==> src/rtl/router_pkg.sv <==
// Shared router port-protocol definitions: default address/payload
// widths and the serial-port state encoding used by portout and portin.
package router_pkg;

    localparam int ADDR_W    = 4;
    localparam int PAYLOAD_W = 32;

    typedef enum logic [2:0] {
        IDLE,
        ADDR,
        PAD,
        DATA,
        GAP
    } port_state_t;

    function automatic int max4(input int a, input int b,
                                input int c, input int d);
        int m;
        m = a;
        if (b > m) m = b;
        if (c > m) m = c;
        if (d > m) m = d;
        return m;
    endfunction

endpackage

==> src/rtl/router_piso.sv <==
// Loadable LSB-first parallel-in/serial-out shift register.
// Ports: clock, reset_n (async low), clear, load/din, shift, dout = q[0].
module router_piso #(
    parameter int W = 8
) (
    input  logic         clock,
    input  logic         reset_n,
    input  logic         clear,
    input  logic         load,
    input  logic         shift,
    input  logic [W-1:0] din,
    output logic         dout
);

    logic [W-1:0] q;

    always_ff @(posedge clock or negedge reset_n) begin
        if (!reset_n) begin
            q <= '0;
        end else if (clear) begin
            q <= '0;
        end else if (load) begin
            q <= din;
        end else if (shift) begin
            q <= q >> 1;
        end
    end

    assign dout = q[0];

endmodule

==> src/rtl/portout.sv <==
// Serial transmitter for one router port: frames addr + payload onto
// frame_n/valid_n/dout. Ports: clock, reset_n, clear, start/addr/payload
// in; ready, done, frame_n, valid_n, dout out (all registered).
module portout #(
    parameter int ADDR_W     = router_pkg::ADDR_W,
    parameter int PAYLOAD_W  = router_pkg::PAYLOAD_W,
    parameter int PAD_CYCLES = 1,
    parameter int IFG_CYCLES = 1
) (
    input  logic                 clock,
    input  logic                 reset_n,
    input  logic                 clear,
    input  logic                 start,
    input  logic [ADDR_W-1:0]    addr,
    input  logic [PAYLOAD_W-1:0] payload,
    output logic                 ready,
    output logic                 done,
    output logic                 frame_n,
    output logic                 valid_n,
    output logic                 dout
);

    import router_pkg::*;

    localparam int CNT_MAX = max4(ADDR_W, PAD_CYCLES, PAYLOAD_W, IFG_CYCLES);
    localparam int CW      = $clog2(CNT_MAX + 1);

    localparam logic [CW-1:0] ADDR_LAST = CW'(ADDR_W - 1);
    localparam logic [CW-1:0] PAD_LAST  = CW'(PAD_CYCLES - 1);
    localparam logic [CW-1:0] DATA_LAST = CW'(PAYLOAD_W - 1);
    localparam logic [CW-1:0] GAP_LAST  = CW'(IFG_CYCLES - 1);

    port_state_t   state, state_n;
    logic [CW-1:0] cnt, cnt_n;

    logic accept;
    logic abit, pbit;

    logic frame_d, valid_d, dout_d, done_d;

    assign accept = start & ready & (state == IDLE) & ~clear;

    router_piso #(.W(ADDR_W)) u_addr_sr (
        .clock   (clock),
        .reset_n (reset_n),
        .clear   (clear),
        .load    (accept),
        .shift   (state == ADDR),
        .din     (addr),
        .dout    (abit)
    );

    router_piso #(.W(PAYLOAD_W)) u_data_sr (
        .clock   (clock),
        .reset_n (reset_n),
        .clear   (clear),
        .load    (accept),
        .shift   (state == DATA),
        .din     (payload),
        .dout    (pbit)
    );

    always_comb begin
        state_n = state;
        unique case (state)
            IDLE: if (accept) state_n = ADDR;
            ADDR: if (cnt == ADDR_LAST)
                      state_n = (PAD_CYCLES == 0) ? DATA : PAD;
            PAD:  if (cnt == PAD_LAST) state_n = DATA;
            DATA: if (cnt == DATA_LAST) state_n = GAP;
            GAP:  if (cnt == GAP_LAST) state_n = IDLE;
            default: state_n = IDLE;
        endcase
        if (clear) state_n = IDLE;
    end

    // Counter restarts on every state change and never runs in IDLE.
    always_comb begin
        cnt_n = cnt + 1'b1;
        if (clear || state_n != state || state_n == IDLE) cnt_n = '0;
    end

    // Line values for the cycle after this edge, decoded from the
    // current state so the lines trail the FSM by one register stage.
    always_comb begin
        frame_d = 1'b1;
        valid_d = 1'b1;
        dout_d  = 1'b0;
        done_d  = 1'b0;
        unique case (state)
            ADDR: begin
                frame_d = 1'b0;
                dout_d  = abit;
            end
            PAD: begin
                frame_d = 1'b0;
            end
            DATA: begin
                valid_d = 1'b0;
                dout_d  = pbit;
                frame_d = (cnt == DATA_LAST);
                done_d  = (cnt == DATA_LAST);
            end
            default: ;
        endcase
        if (clear) begin
            frame_d = 1'b1;
            valid_d = 1'b1;
            dout_d  = 1'b0;
            done_d  = 1'b0;
        end
    end

    always_ff @(posedge clock or negedge reset_n) begin
        if (!reset_n) begin
            state   <= IDLE;
            cnt     <= '0;
            ready   <= 1'b1;
            done    <= 1'b0;
            frame_n <= 1'b1;
            valid_n <= 1'b1;
            dout    <= 1'b0;
        end else begin
            state   <= state_n;
            cnt     <= cnt_n;
            ready   <= (state_n == IDLE);
            done    <= done_d;
            frame_n <= frame_d;
            valid_n <= valid_d;
            dout    <= dout_d;
        end
    end

endmodule

==> config.mk <==
export PLATFORM = sky130hd
export DESIGN_NAME = portout
export DESIGN_NICKNAME = d
export VERILOG_FILES = /design/src/rtl/router_pkg.sv /design/src/rtl/router_piso.sv /design/src/rtl/portout.sv
export SDC_FILE = /design/constraint.sdc
export NUM_CORES = 1
export LEC_CHECK = 0
export CORE_AREA = 3 3 128 80
export DETAILED_ROUTE_END_ITERATION = 8
export DIE_AREA = 0 0 131 83
export SYNTH_ARGS = -nofsm -noshare
export SYNTH_HDL_FRONTEND = slang
export SYNTH_SLANG_ARGS = --single-unit
export TNS_END_PERCENT = 30
==> constraint.sdc <==
create_clock -name clock -period 2.1 [get_ports clock]
set_clock_uncertainty 0.2 [all_clocks]
set_input_delay 0.63 -clock clock [delete_from_list [all_inputs] [get_ports clock]]
set_output_delay 0.63 -clock clock [all_outputs]
set_load 0.005 [all_outputs]
* After elaboration in Yosys (flattened, before gate mapping)
Cells that the tools add are included.
Storage, ports and cells: bits in latches 0, memories kept 0, input bits 40, output and inout bits 5, ROM bits 0, bits in writable memories 0, register bits 50, logic and storage cells 51
Cells by class: add/sub/neg operators 1, $lt $le $gt $ge 0, bitwise operators 4, reduce and logical (&&, ||, !) cells 8, divide/modulo/power cells 0, eq/ne operators 7, $mul 0, mux-type cells 22, shifts and indexed selects 0
Operator list (count):
- two-way mux 32 bit | 3
- two-way mux 3 bit | 6
- case mux 3 bit (5 select lines) | 1
- two-way mux 4 bit | 3
- adder 6 x 1 -> 6 bit (second input constant) | 1
- == test 3 x 2 -> 1 bit (second input constant) | 2
- == test 6 x 2 -> 1 bit (second input constant) | 1
- == test 6 x 5 -> 1 bit (second input constant) | 1
- logical NOT 3 bit | 2
- logical NOT 6 bit | 1
- two-way mux 1 bit | 6
- two-way mux 6 bit | 1
- nonzero test 3 bit | 2
- case mux 1 bit (2 select lines) | 2
- AND 1 bit | 3
- == test 3 x 1 -> 1 bit (second input constant) | 1
- == test 3 bit (second input constant) | 1
- != test 3 bit | 1
- logical OR 1 bit | 2
- OR reduction 2 bit | 1
- inverter 1 bit | 1

* Longest topological paths before layout
Gate-level depths: netlist of run 1.
depth in word-level cells 10, mapped depth 8, depth with buffers taken out 6

* By module
Synthesis of run 1 repeated with hierarchy kept, for this count alone.
Unflattened totals: cells, all modules 252, area, all modules 2895.3 sq um
Modules (own cells, without submodules):
- router_piso (u_data_sr) | area an instance 1821.7 sq um, instances 1, sequential area each 800.8 sq um, cells an instance 142
- portout | area an instance 880.8 sq um, instances 1, sequential area each 354.1 sq um, cells an instance 93
- router_piso (u_addr_sr) | area an instance 192.7 sq um, instances 1, sequential area each 100.1 sq um, cells an instance 17

* Least setup slack after synthesis of run 1
No wires, ideal clock.
kind input to register, start input clear, end register cnt[2], slack -0.130 ns, data arrival time 1.902 ns, cell stages on the path 5, library setup time 0.127 ns, cell sequence clkbuf_1 nor4_4 o41ai_4 inv_2 mux2_1
On the way: longest elaborated chain between the ends 9, elaborated cells between the ends (all ways) 10
Ends and longest elaborated chain:
- from (decl) | RTL line portout.sv:12 | input logic clear,
- inverter 1 bit | RTL line portout.sv:41 | assign accept = start & ready & (state == IDLE) & ~clear;
- AND 1 bit | RTL line portout.sv:41
- two-way mux 3 bit | RTL line portout.sv:66 | IDLE: if (accept) state_n = ADDR;
- case mux 3 bit (5 select lines) | RTL line portout.sv:65 | unique case (state)
- two-way mux 3 bit * | RTL line portout.sv:74 | if (clear) state_n = IDLE;
- via state_n[0] | RTL line portout.sv:33 | port_state_t state, state_n;
- != test 3 bit | RTL line portout.sv:80 | if (clear || state_n != state || state_n == IDLE) cnt_n = '0;
- logical OR 1 bit | RTL line portout.sv:80
- logical OR 1 bit * | RTL line portout.sv:80
- two-way mux 6 bit * | RTL line portout.sv:80
- via cnt_n[2] | RTL line portout.sv:34 | logic [CW-1:0] cnt, cnt_n;
- to (signal assigned) | RTL line portout.sv:125 | cnt <= cnt_n;
- to (decl) | RTL line portout.sv:34
The timed path passes the listed nets; every way through them passes the cells marked *. A chain may end at the register's enable or synchronous reset.

* Worst setup path in the final report of run 1
start register state[1], end register cnt[2]
On the way: longest elaborated chain between the ends 10, elaborated cells between the ends (all ways) 19
Ends and longest elaborated chain:
- from (decl) | RTL line portout.sv:33
- from (signal assigned) | RTL line portout.sv:124 | state <= state_n;
- logical NOT 3 bit | RTL line portout.sv:41, portout.sv:65
- AND 1 bit (2 in series) | RTL line portout.sv:41
- two-way mux 3 bit | RTL line portout.sv:66
- case mux 3 bit (5 select lines) * | RTL line portout.sv:65
- two-way mux 3 bit * | RTL line portout.sv:74
- via state_n[0] | RTL line portout.sv:33
- != test 3 bit | RTL line portout.sv:80
- logical OR 1 bit | RTL line portout.sv:80
- logical OR 1 bit * | RTL line portout.sv:80
- two-way mux 6 bit * | RTL line portout.sv:80
- via cnt_n[2] | RTL line portout.sv:34
Marked as above.

==> results.cfg, run 1 <==
[logic_synthesis]
synth_edf_count = 0
syn_inst = 245
synth_area_sq_mm = 0.00245
synth.distinct_cells = 38
synth.avg_cell_area_sq_um = 10.0
ys_seq_area_share_pct = 51.2
synthArstFlopShare_pct = 100
ys_warn_count = 0
ys_ff_latch = 50
ys.flop_type = dfrtp_1
syn_nets = 287

[timing]
maxSlewHeadroom_pct = 75.3
fin_crit_sh_pct = 94.3
rsz0062_at_grt = false
finalHoldViolations = 0
tightest_slew_ns = 0.366
slew_viol_final = 0
fin_hold_ws_ns = 0.123
fmax_mhz = 505
finalSetupViolCount = 0
period_needed_ns = 1.98

[routing]
wl_per_cell_um = 15.2
avgViaCountPerCell = 4.71
ant_nets = 0
drtIter0Drc = 119
route.detailed.drc = 0
drtPass1Iterations = 4
totalWireLength_mm = 6.72
vias = 2084

[power_and_ir_drop]
p_leak_uw = 0.00151
powerDensity_mw_per_mm2 = 730
ir_drop_uv = 311

[global_route]
overflow = 0
grt_pass1_wl_mm = 10.5
grt_usage_pct = 11.9
grt_pass1_vias = 2046
grt_max_degree = 35
antenna_found_initial = 0

[run_status]
status = finished, final reports clean

[die]
dieArea_sq_mm = 0.0109
initial_utilization_pct = 26.8
ioPinCount = 45
coreArea_sq_mm = 0.00916
num_rows = 27
die_h_um = 83
die_w_um = 131

[critical_path]
cp_data_arrival_time_ns = 1.95
worstPathMaxFanout = 5
setup.worst_path.end_class = flip-flop
path_class = flip-flop to flip-flop
start_kind = flip-flop
worstPathRequired_ns = 2.07

[final_layout]
layout_commonest_cell = dfrtp_1
register_area_sq_mm = 0.00125
n_fill_cell = 916
syn_to_final_growth_pct = 44.3
final_net_count = 353
fin_util_pct = 38.6
final_cell_mix = 47 x dfrtp_1, 44 x nand2_1, 38 x clkdlybuf4s50_1
antennaDiodeCount = 0
drive_gt1_share_pct = 19.2
multi_input_area_sq_mm = 0.00111

[cts]
cts.clk_slew.worst_paths_ns = 0.07
insertion_delay_ns = 0.29
h-tree-depth = 2
clkSinkCount = 50
clockBufferDepth = 2
cts_buffers = 5
cts_tree = built
clockRootBuffer = clkbuf_16

[run]
cap_violations = 0

[place]
gp_congestion = 0.820
portBuffers = 44
dp_hpwl_mm = 4.39

[min_path]
hold_class = primary input to asynchronous set/reset pin
-- sequential cells by signal (all words and copies together), names as in the netlist --
| signal | flops |
|---|---|
| cnt | 6 |
| ready | 1 |
| frame_n | 1 |
| valid_n | 1 |
| state | 3 |
| dout | 1 |
| u_addr_sr.q | 4 |
| done | 1 |
| u_data_sr.q | 32 |
-- per-layer routing --
metal  part of all wire [%]  global-route usage (%)  vias up  wire, um
met5                      0                       0        -         0
met4                   0.63                    2.24        0        42
met3                    7.1                    3.79        5       479
met2                     39                    15.6       61      2640
met1                     53                    18.8     1003      3550
li1                       -                       -     1015         -
-- critical path, stage by stage, from the launching register on --
cell	delay, ns
dfrtp_1	0.40
or3b_2	0.50
a21oi_1	0.24
o41ai_4	0.13
inv_2	0.10
mux2_4	0.29
-- kinds of logic (layout without fill, tap and decap cells) --
logic type | Yosys count | count (layout) | share of synthesized area (%)
DFF | 50 | 50 | 51.2
and+or+nand+nor | 72 | 72 | 14.3
adders and majority gates | 2 | 2 | 1.02
buffers and inverters | 27 | 94 | 4.90
xor gates and xnor gates | 3 | 3 | 1.07
AOI/OAI and AO/OA | 88 | 88 | 26.3
muxes | 3 | 3 | 1.28
-- stage by stage --
stage | setup TNS (ns) | cells | setup slack [ns] | power (uW) | cell area (sq um)
after floorplan | -0.0638 | 245 | -0.0638 | 1300 | 2460
after global placement | -14.09 | 425 | -0.368 | 1480 | 3180
after detailed placement | -14.82 | 425 | -0.413 | 1480 | 3180
after CTS | -0.0496 | 433 | -0.0434 | 2560 | 3390
after global routing | 0 | 442 | 0.0362 | 2700 | 3540
final | 0 | 442 | 0.120 | 2580 | 3540
-- final cells by class --
type / instances / share of cell area, %
Sequential cell: 50 / 35.5
Clock buffer: 6 / 3.93
Inverter: 8 / 0.849
Multi-Input combinational cell: 168 / 31.5
Timing Repair Buffer: 78 / 22.0
Tap cell: 130 / 4.60
Clock inverter: 2 / 1.70
-- cells in the mapped netlist, types with 4 or more instances --
cell type  instances  area [sq um]
nor2_1             5          18.8
buf_4              4          30.0
nor3_1             4          20.0
a2bb2oi_1         34           298
o21ai_0           36           180
nand3_1            5          25.0
dfrtp_1           47          1180
clkbuf_1          12          45.0
inv_1              7          26.3
nand2_1           46           173
-- final timing paths --
| kind | start | cells after the start | slack, ns | end |
|---|---|---|---|---|
| min in group clock | u_addr_sr.q[3] | 1 | 0.32 | u_addr_sr.q[3] |
| hold reg to reg | u_addr_sr.q[3] | 1 | 0.32 | u_addr_sr.q[3] |
| max in group asynchronous | reset_n | 2 | 1.24 | ready |
| setup reg to reg | state[1] | 5 | 0.12 | cnt[2] |
| setup / recovery | state[1] | 5 | 0.12 | cnt[2] |
| hold / removal | reset_n | 2 | 0.12 | u_data_sr.q[14] |
-- power breakdown --
group          internal (uW)  switching (uW)
combinational            248             177
sequential              1050            43.5
clock                    715             350
-- what timing repair did --
action                     CTS  global route
setup endpoints to repair   29            42
cloned                       0             4
hold buffers                 0             0
setup buffers                0             7
pin swaps                    2             4
gates resized for setup      9            10
Note: power is estimated with default switching activity, not from simulation.
==> inputs of run 2 (changes only) <==
clock period = 1.6 ns   (was 2.1 ns; I/O delays follow)
==> results.cfg, run 2 (synthesis gave the netlist of run 1 again) <==
[critical_path]
path_class = flip-flop to flip-flop
cp_data_arrival_time_ns = 1.99
setup.worst_path.end_class = flip-flop
worstPathRequired_ns = 1.58
start_kind = flip-flop
worstPathMaxFanout = 3

[routing]
vias = 2299
route.detailed.drc = 0
avgViaCountPerCell = 4.92
ant_nets = 0
totalWireLength_mm = 7.92
drtIter0Drc = 140
wl_per_cell_um = 17.0
drtPass1Iterations = 4

[cts]
cts.clk_slew.worst_paths_ns = 0.08
clockBufferDepth = 2
cts_tree = built
h-tree-depth = 2
cts_buffers = 5
insertion_delay_ns = 0.30
clkSinkCount = 50
clockRootBuffer = clkbuf_16

[timing]
finalHoldViolations = 0
slew_viol_final = 0
finalSetupViolCount = 48
tightest_slew_ns = 0.381
period_needed_ns = 2.00
fmax_mhz = 499
fin_crit_sh_pct = 125
rsz0062_at_grt = true
setup_ws_ns = -0.404
maxSlewHeadroom_pct = 74.6

[global_route]
antenna_found_initial = 0
grt_pass1_wl_mm = 10.9
overflow = 0
grt_pass1_vias = 2130
grt_usage_pct = 12.6
grt_max_degree = 51

[final_layout]
multi_input_area_sq_mm = 0.00145
top_regs = u_data_sr.q (32), cnt (6), u_addr_sr.q (4)
final_cells = 467
final_cell_mix = 46 x dfrtp_1, 36 x clkdlybuf4s50_1, 30 x nand2_1
final_net_count = 378
syn_to_final_growth_pct = 72.1
largest_register_ffs = 32
drive_gt1_share_pct = 42.1
design_area_sq_mm = 0.00422
largest_register = u_data_sr.q
antennaDiodeCount = 0
n_fill_cell = 812
register_area_sq_mm = 0.00126
layout_commonest_cell = dfrtp_1

[place]
dpl_worst_slack_ns = -0.794
gp_congestion = 0.850
dpl_cell_area_sq_mm = 0.00322
portBuffers = 44
dpl.cell_count = 430
dp_hpwl_mm = 4.29

[power_and_ir_drop]
powerDensity_mw_per_mm2 = 797
ir_drop_uv = 436
p_leak_uw = 0.00177

[die]
dieArea_sq_mm = 0.0109
initial_utilization_pct = 26.8
die_h_um = 83
ioPinCount = 45
coreArea_sq_mm = 0.00916
num_rows = 27
die_w_um = 131

[run]
cap_violations = 0

[run_status]
violations = setup timing
status = finished with violations

[min_path]
hold_class = flip-flop to flip-flop
==> run 2: cell types whose count changed in the layout (fill, tap and decap cells not counted), moves of 8 or more <==
cell	change
buf_6	+10
o21ai_0	-9
nand2_4	+8
a2bb2oi_1	-27
a2bb2oi_2	+27
nand2_1	-14
==> run 2: area by class of cell <==
| cell class | instances | area share, % |
|---|---|---|
| well taps | 130 | 3.85 |
| clock buffers | 5 | 2.96 |
| flip-flops and latches | 50 | 29.8 |
| multi-input cells | 168 | 34.4 |
| inverters | 8 | 0.712 |
| clock inverters | 3 | 0.593 |
| repair buffers | 103 | 27.7 |
==> run 2: worst paths after layout <==
check | startpoint | endpoint | slack, ns | cells past startpoint
worst min-delay path | u_data_sr.q[26] | u_data_sr.q[26] | 0.32 | 1
worst max-delay path | cnt[3] | cnt[2] | -0.40 | 6
max in group asynchronous | reset_n | valid_n | 0.39 | 3
worst min register to register | u_data_sr.q[26] | u_data_sr.q[26] | 0.32 | 1
min in group asynchronous | reset_n | u_data_sr.q[8] | 0.49 | 3
worst max register to register | cnt[3] | cnt[2] | -0.40 | 6
==> run 2: through the flow <==
stage | hold WS [ns] | util [%] | total power, uW | TNS [ns]
global route | 0.355 | 46.1 | 3490 | -14.79
CTS | 0.321 | 39.0 | 3130 | -14.93
finish | 0.322 | 46.1 | 3360 | -11.31
detailed placement | 0.294 | 35.2 | 1930 | -33.79
floorplan | -0.0156 | - | 1730 | -11.72
global placement | 0.293 | 35.2 | 1930 | -31.64
==> run 2: worst max-delay path: stages, from the launching register on <==
cell,delay [ns]
dfrtp_1,0.42
nor4_4,0.34
buf_4,0.20
a2111oi_4,0.08
buf_4,0.15
o31a_1,0.23
mux2_4,0.26
==> run 2: power by group <==
group / internal, uW / switching, uW / leakage (uW)
registers: 1380 / 81.4 / 0.000640
logic: 476 / 314 / 0.00106
clock network: 589 / 526 / 0.0000704
total: 2440 / 921 / 0.00177
==> run 2: layer usage <==
metal / routed length, um / part of all wire (%) / track usage, % / vias up
met2: 3400 / 43 / 16.7 / 80
met1: 3910 / 49 / 19.7 / 1131
li1: - / - / - / 1075
met3: 498 / 6.3 / 3.47 / 13
met5: 0 / 0 / 0 / -
met4: 109 / 1.4 / 3.64 / 0
==> run 2: timing repair <==
action                                  4_1_cts  5_1_grt
resized for setup                            42       95
pin swaps                                     7       38
endpoints found under the hold margin        47        0
buffers inserted                              7       13
hold buffers                                  1        0
cloned                                        1        9
endpoints found under the setup margin       52       51
==> RTL change 1, RTL diff (settings of run 2) <==
`PAYLOAD_W`: 32 -> 16.
--- a/src/rtl/router_pkg.sv
+++ b/src/rtl/router_pkg.sv
@@ -3,7 +3,7 @@
 package router_pkg;
 
     localparam int ADDR_W    = 4;
-    localparam int PAYLOAD_W = 32;
+    localparam int PAYLOAD_W = 16;
 
     typedef enum logic [2:0] {
         IDLE,
Interface: changed (resized payload); port bits go from 45 to 29. No check against the original RTL was run, so the function may have changed too.
==> RTL change 1 against run 2 <==
  * Synthesized area fell by 34%
  * Via count fell by 37%
  * Sequential cell count down 17
  * Total power down 31%
  * The run still ends with negative setup slack left
  * Combinational power down 48%
  * Routed wire length fell by 42%
  * Setup slack got worse by 0.11 ns
  * Synthesized cell count shrank 36%
  * Design area fell by 37%
==> RTL change 1: results (changes against run 2) <==
metric	value	unit	change
status	complete, but fails checks		
violated checks	negative setup slack		
Final #Nets	247		-35%
top post-synthesis cells by count	30 x dfrtp_1, 22 x nand2_1, 19 x o21ai_0		
Slew @ Worst Pin	0.366	ns	-0.0143 ns
fraction of registers with async set/reset	1.00		unchanged
vias in the first global route	1457		-32%
pre-CTS setup slack	-0.616	ns	+0.177 ns
Top Registers	u_data_sr.q x16, cnt x5, u_addr_sr.q x4		
yosys warns	0		unchanged
sequential-to-total area share from yosys stat	0.510		-0.00173
fillers	952		+17%
Area after DPL	2300	um2	-28%
Net Sw Frac	0.235		-0.0387
clk buf depth	2		unchanged
drt first pass iters	4		unchanged
clock latency on the worst-skew pair	0.28	ns	-0.02 ns
Net Count, Synth	184		-36%
root buffer cell	clkbuf_16		
Synth area leaders	dfrtp_1 46%, a2bb2oi_1 9.7%, o21ai_0 5.8%		
GRT Resource Usage Total	0.0833		-0.0430
cell leakage power	1.12	nW	-37%
Crit Reg-Reg Startpoint	cnt[0]		
port bufs	28		-36%
setup slack after layout	-0.517	ns	-0.113 ns
kind of critical path	reg2reg		
hold path start	u_data_sr.q[15]		
antenna cells	0		unchanged
critical path's slowest cell	dfrtp_1		
DRT iter0 DRCs	44		-69%
distinct cell type count after synthesis	41		+7.9%
CP peak stage delay	0.38	ns	-0.04 ns
largest net degree at the start of global routing	34		-33%
crit path DAT	2.11	ns	+0.12 ns
gpl congestion	0.847		-0.31%
clock slew at reported path FFs	0.05	ns	-0.03 ns
CP max FO	5		+2
total negative slack	-4.39	ns	+6.92 ns
peak supply drop	0.386	mV	-12%
H-tree Lvls	2		unchanged
drt total wl	4590	um	-42%
hpwl dp	3290	um	-23%
first-pass GRT wire length	7150	um	-34%
share of layout cells above drive strength 1	0.398		-0.0232
via-per-instance ratio	4.11		-17%
clock buffer count from CTS	5		unchanged
number of antenna violations at the first check in global routing	0		unchanged
worst hold-check path type	reg2reg		
Final Setup Violations	26		-46%
[RTL change 1: final timing paths]
path	end	cells after the start
min in group asynchronous	state[0]	2
worst max register to register	cnt[1]	7
max in group asynchronous	valid_n	2
worst min-delay path	u_data_sr.q[15]	1
worst min register to register	u_data_sr.q[15]	1
worst max-delay path	cnt[1]	7
[RTL change 1: area by class of cell]
cell class	count	area [um2]	share of cell area
multi-input combinational	109	886	0.332
inverter	4	15.0	0.00563
sequential	33	831	0.311
timing repair buffer	67	628	0.235
clock buffer	8	146	0.0549
tap	130	163	0.0609
[RTL change 1: critical path: cells and delay by family, from the launching register on]
kind / cells / cell delay, ns
compound gates: 3 / 0.80
flops: 1 / 0.38
fa+ha+maj: 2 / 0.34
simple gates: 2 / 0.33
[RTL change 1: kinds of logic after synthesis]
kind of cell	Yosys count	share of synthesized area
AND/OR/NAND/NOR	54	0.183
XOR/XNOR	2	0.0108
adder cells (fa/ha/maj)	3	0.0231
flip-flops	33	0.510
AO/OA/AOI/OAI	50	0.228
buffers and inverters	15	0.0446
[RTL change 1: what timing repair did]
item	CTS	global route
gates resized for setup	30	40
endpoints found under the setup margin	35	31
pin swaps	9	5
cloned	0	1
hold endpoints to repair	0	0
setup buffers	1	4
[RTL change 1: stage by stage]
step | utilization | total power, mW | hold WS [ns] | std cells
finish | 0.292 | 2.31 | 0.323 | 351
global route | 0.292 | 2.42 | 0.350 | 351
CTS | 0.274 | 2.28 | 0.317 | 346
detailed placement | 0.252 | 1.30 | 0.306 | 337
global placement | 0.252 | 1.30 | 0.303 | 337
floorplan | - | 1.12 | -0.0156 | 157
[RTL change 1: metal layers]
| layer | GRT usage | vias up | share of wire |
|---|---|---|---|
| met1 | 0.125 | 694 | 0.49 |
| met4 | 0.0476 | 0 | 0.023 |
| met5 | 0 | - | 0 |
| met3 | 0.0231 | 8 | 0.075 |
| li1 | - | 702 | - |
| met2 | 0.104 | 37 | 0.41 |
[RTL change 1: power groups by stage]
stage / combinational [mW] / clock [mW] / sequential [mW]
2_1_floorplan: 0.179 / 0 / 0.946
3_3_place_gp: 0.339 / 0 / 0.958
3_5_place_dp: 0.344 / 0 / 0.957
4_1_cts: 0.359 / 0.970 / 0.947
5_1_grt: 0.443 / 1.02 / 0.962
6_report: 0.410 / 0.940 / 0.956
==> RTL change 2, RTL diff (settings of run 2) <==
Made on the original files. Reset style: synchronous (`reset_n`), changed in 2 clocked blocks. Comments in the files are not updated.
--- a/src/rtl/router_piso.sv
+++ b/src/rtl/router_piso.sv
@@ -14,7 +14,7 @@
 
     logic [W-1:0] q;
 
-    always_ff @(posedge clock or negedge reset_n) begin
+    always_ff @(posedge clock) begin
         if (!reset_n) begin
             q <= '0;
         end else if (clear) begin
--- a/src/rtl/portout.sv
+++ b/src/rtl/portout.sv
@@ -111,7 +111,7 @@
         end
     end
 
-    always_ff @(posedge clock or negedge reset_n) begin
+    always_ff @(posedge clock) begin
         if (!reset_n) begin
             state   <= IDLE;
             cnt     <= '0;
Check against the original RTL: differs if reset_n is asserted again (counterexample within 4 cycles, from zero or initial values and one cycle with reset_n low); with reset_n held inactive, the same outputs for 10 cycles.
==> RTL change 2 against run 2 <==
  * The flow still finishes with violations (negative setup slack)
  * Sequential power fell by 12%
  * Core utilization fell by 4.3 points
  * Routed wire length shrank 15%
  * Total power down 7.6%
  * Design area decreased by 9.4%
  * Sequential cell count unchanged
  * Setup slack gained 0.21 ns
  * Count of clock-buffer cells in the layout up 1
  * Synthesized area is 8.4% lower
  * Critical path type unchanged
  * Critical endpoint is now u_data_sr.q[26]
  * Largest cell class unchanged
  * Largest power group is now clock
==> RTL change 2: results (changes against run 2) <==
metric	value	unit	change
largest net degree at the start of global routing	25		-51%
first-pass GRT wire length	10400	um	-4.4%
Final #Nets	366		-3.2%
hpwl dp	4460	um	+4.1%
Slew HR	0.809		+0.0628
Area after DPL	3150	um2	-2.3%
CP max FO	5		+2
gpl congestion	0.812		-4.5%
share of layout cells above drive strength 1	0.452		+0.0309
yosys warns	0		unchanged
top post-synthesis cells by count	50 x dfxtp_1, 37 x nand2_1, 25 x a21oi_1		
Reg2Reg Depth	8		+2
placed cell count	437		+1.6%
Net Count, Synth	283		-1.4%
GRT Resource Usage Total	0.119		-0.00683
total negative slack	-5.92	ns	+5.40 ns
cell leakage power	1.30	nW	-27%
vias post-DR	2099		-8.7%
clock latency on the worst-skew pair	0.29	ns	
average wire per standard cell	14.8	um	-13%
root buffer cell	clkbuf_16		
Synth area leaders	dfxtp_1 45%, a22oi_1 7.3%, nand2_1 6.2%		
Net Sw Frac	0.214		-0.0598
violated checks	negative setup slack		
crit path DAT	1.83	ns	-0.16 ns
syn_area_per_cell	9.32	um2	-6.8%
Min-Delay Path Depth	2		+1
fillers	868		+6.9%
status	complete, but fails checks		
drt first pass iters	4		unchanged
sequential-to-total area share from yosys stat	0.445		-0.0663
H-tree Lvls	2		unchanged
Final Setup Violations	45		-6.3%
peak supply drop	0.591	mV	+36%
setup slack after layout	-0.193	ns	+0.211 ns
fraction of registers with async set/reset	0		-1.00
Final Non-Filler Cells	455		-2.6%
DRT iter0 DRCs	81		-42%
distinct cell type count after synthesis	39		+2.6%
==> RTL change 2: final cells by class <==
| cell class | instances | area (um2) | share of cell area |
|---|---|---|---|
| clock buffer | 6 | 139 | 0.0363 |
| timing repair buffer | 95 | 1050 | 0.274 |
| clock inverter | 2 | 60.1 | 0.0157 |
| sequential | 50 | 1010 | 0.265 |
| multi-input combinational | 169 | 1390 | 0.363 |
| tap | 130 | 163 | 0.0425 |
| inverter | 3 | 11.3 | 0.00294 |
==> RTL change 2: metal layers <==
metal,share of wire,wire length (um),track usage
met3,0.037,251,0.0302
met1,0.53,3580,0.178
met4,0.0088,59,0.0280
met2,0.42,2840,0.171
met5,0,0,0
==> RTL change 2: logic make-up (layout without fill, tap and decap cells) <==
| kind of cell | count (synthesis) | after routing | synth area share |
|---|---|---|---|
| and+or+nand+nor | 82 | 82 | 0.193 |
| AOI/OAI and AO/OA | 79 | 79 | 0.266 |
| DFF | 50 | 50 | 0.445 |
| buffers and inverters | 22 | 106 | 0.0596 |
| xor gates and xnor gates | 4 | 4 | 0.0156 |
| adders and majority gates | 2 | 2 | 0.0111 |
| muxes | 2 | 2 | 0.00891 |
==> RTL change 2: through the flow <==
step,setup slack (ns),utilization
global route,-0.237,0.418
detailed placement,-0.687,0.344
global placement,-0.645,0.344
CTS,-0.265,0.377
floorplan,-0.172,-
finish,-0.193,0.418
==> RTL change 2: final timing paths <==
kind | start | to | slack [ns]
worst max-delay path | state[0] | u_data_sr.q[26] | -0.19
worst min-delay path | u_data_sr.q[14] | u_data_sr.q[14] | 0.25
worst max register to register | state[0] | u_data_sr.q[26] | -0.19
worst min register to register | u_data_sr.q[14] | u_data_sr.q[14] | 0.25
==> RTL change 2: power by group through the flow <==
stage	registers (mW)	logic [mW]	clock network, mW
floorplan	1.31	0.138	0
global placement	1.31	0.313	0
detailed placement	1.31	0.317	0
CTS	1.28	0.346	1.44
global route	1.28	0.439	1.50
finish	1.28	0.412	1.41
==> RTL change 2: critical path, stage by stage, from the launching register on <==
cell and delay (ns):
dfxtp_4 0.36, buf_6 0.13, buf_4 0.13, and3b_2 0.26
a31oi_4 0.18, buf_12 0.16, clkbuf_16 0.16, nand2_2 0.06
a21oi_2 0.10
==> RTL change 2: what timing repair did <==
| action | in CTS | in global routing |
|---|---|---|
| resized for setup | 27 | 66 |
| gates cloned | 1 | 4 |
| pin swaps | 11 | 34 |
| buffers inserted | 2 | 4 |
| setup endpoints to repair | 54 | 49 |
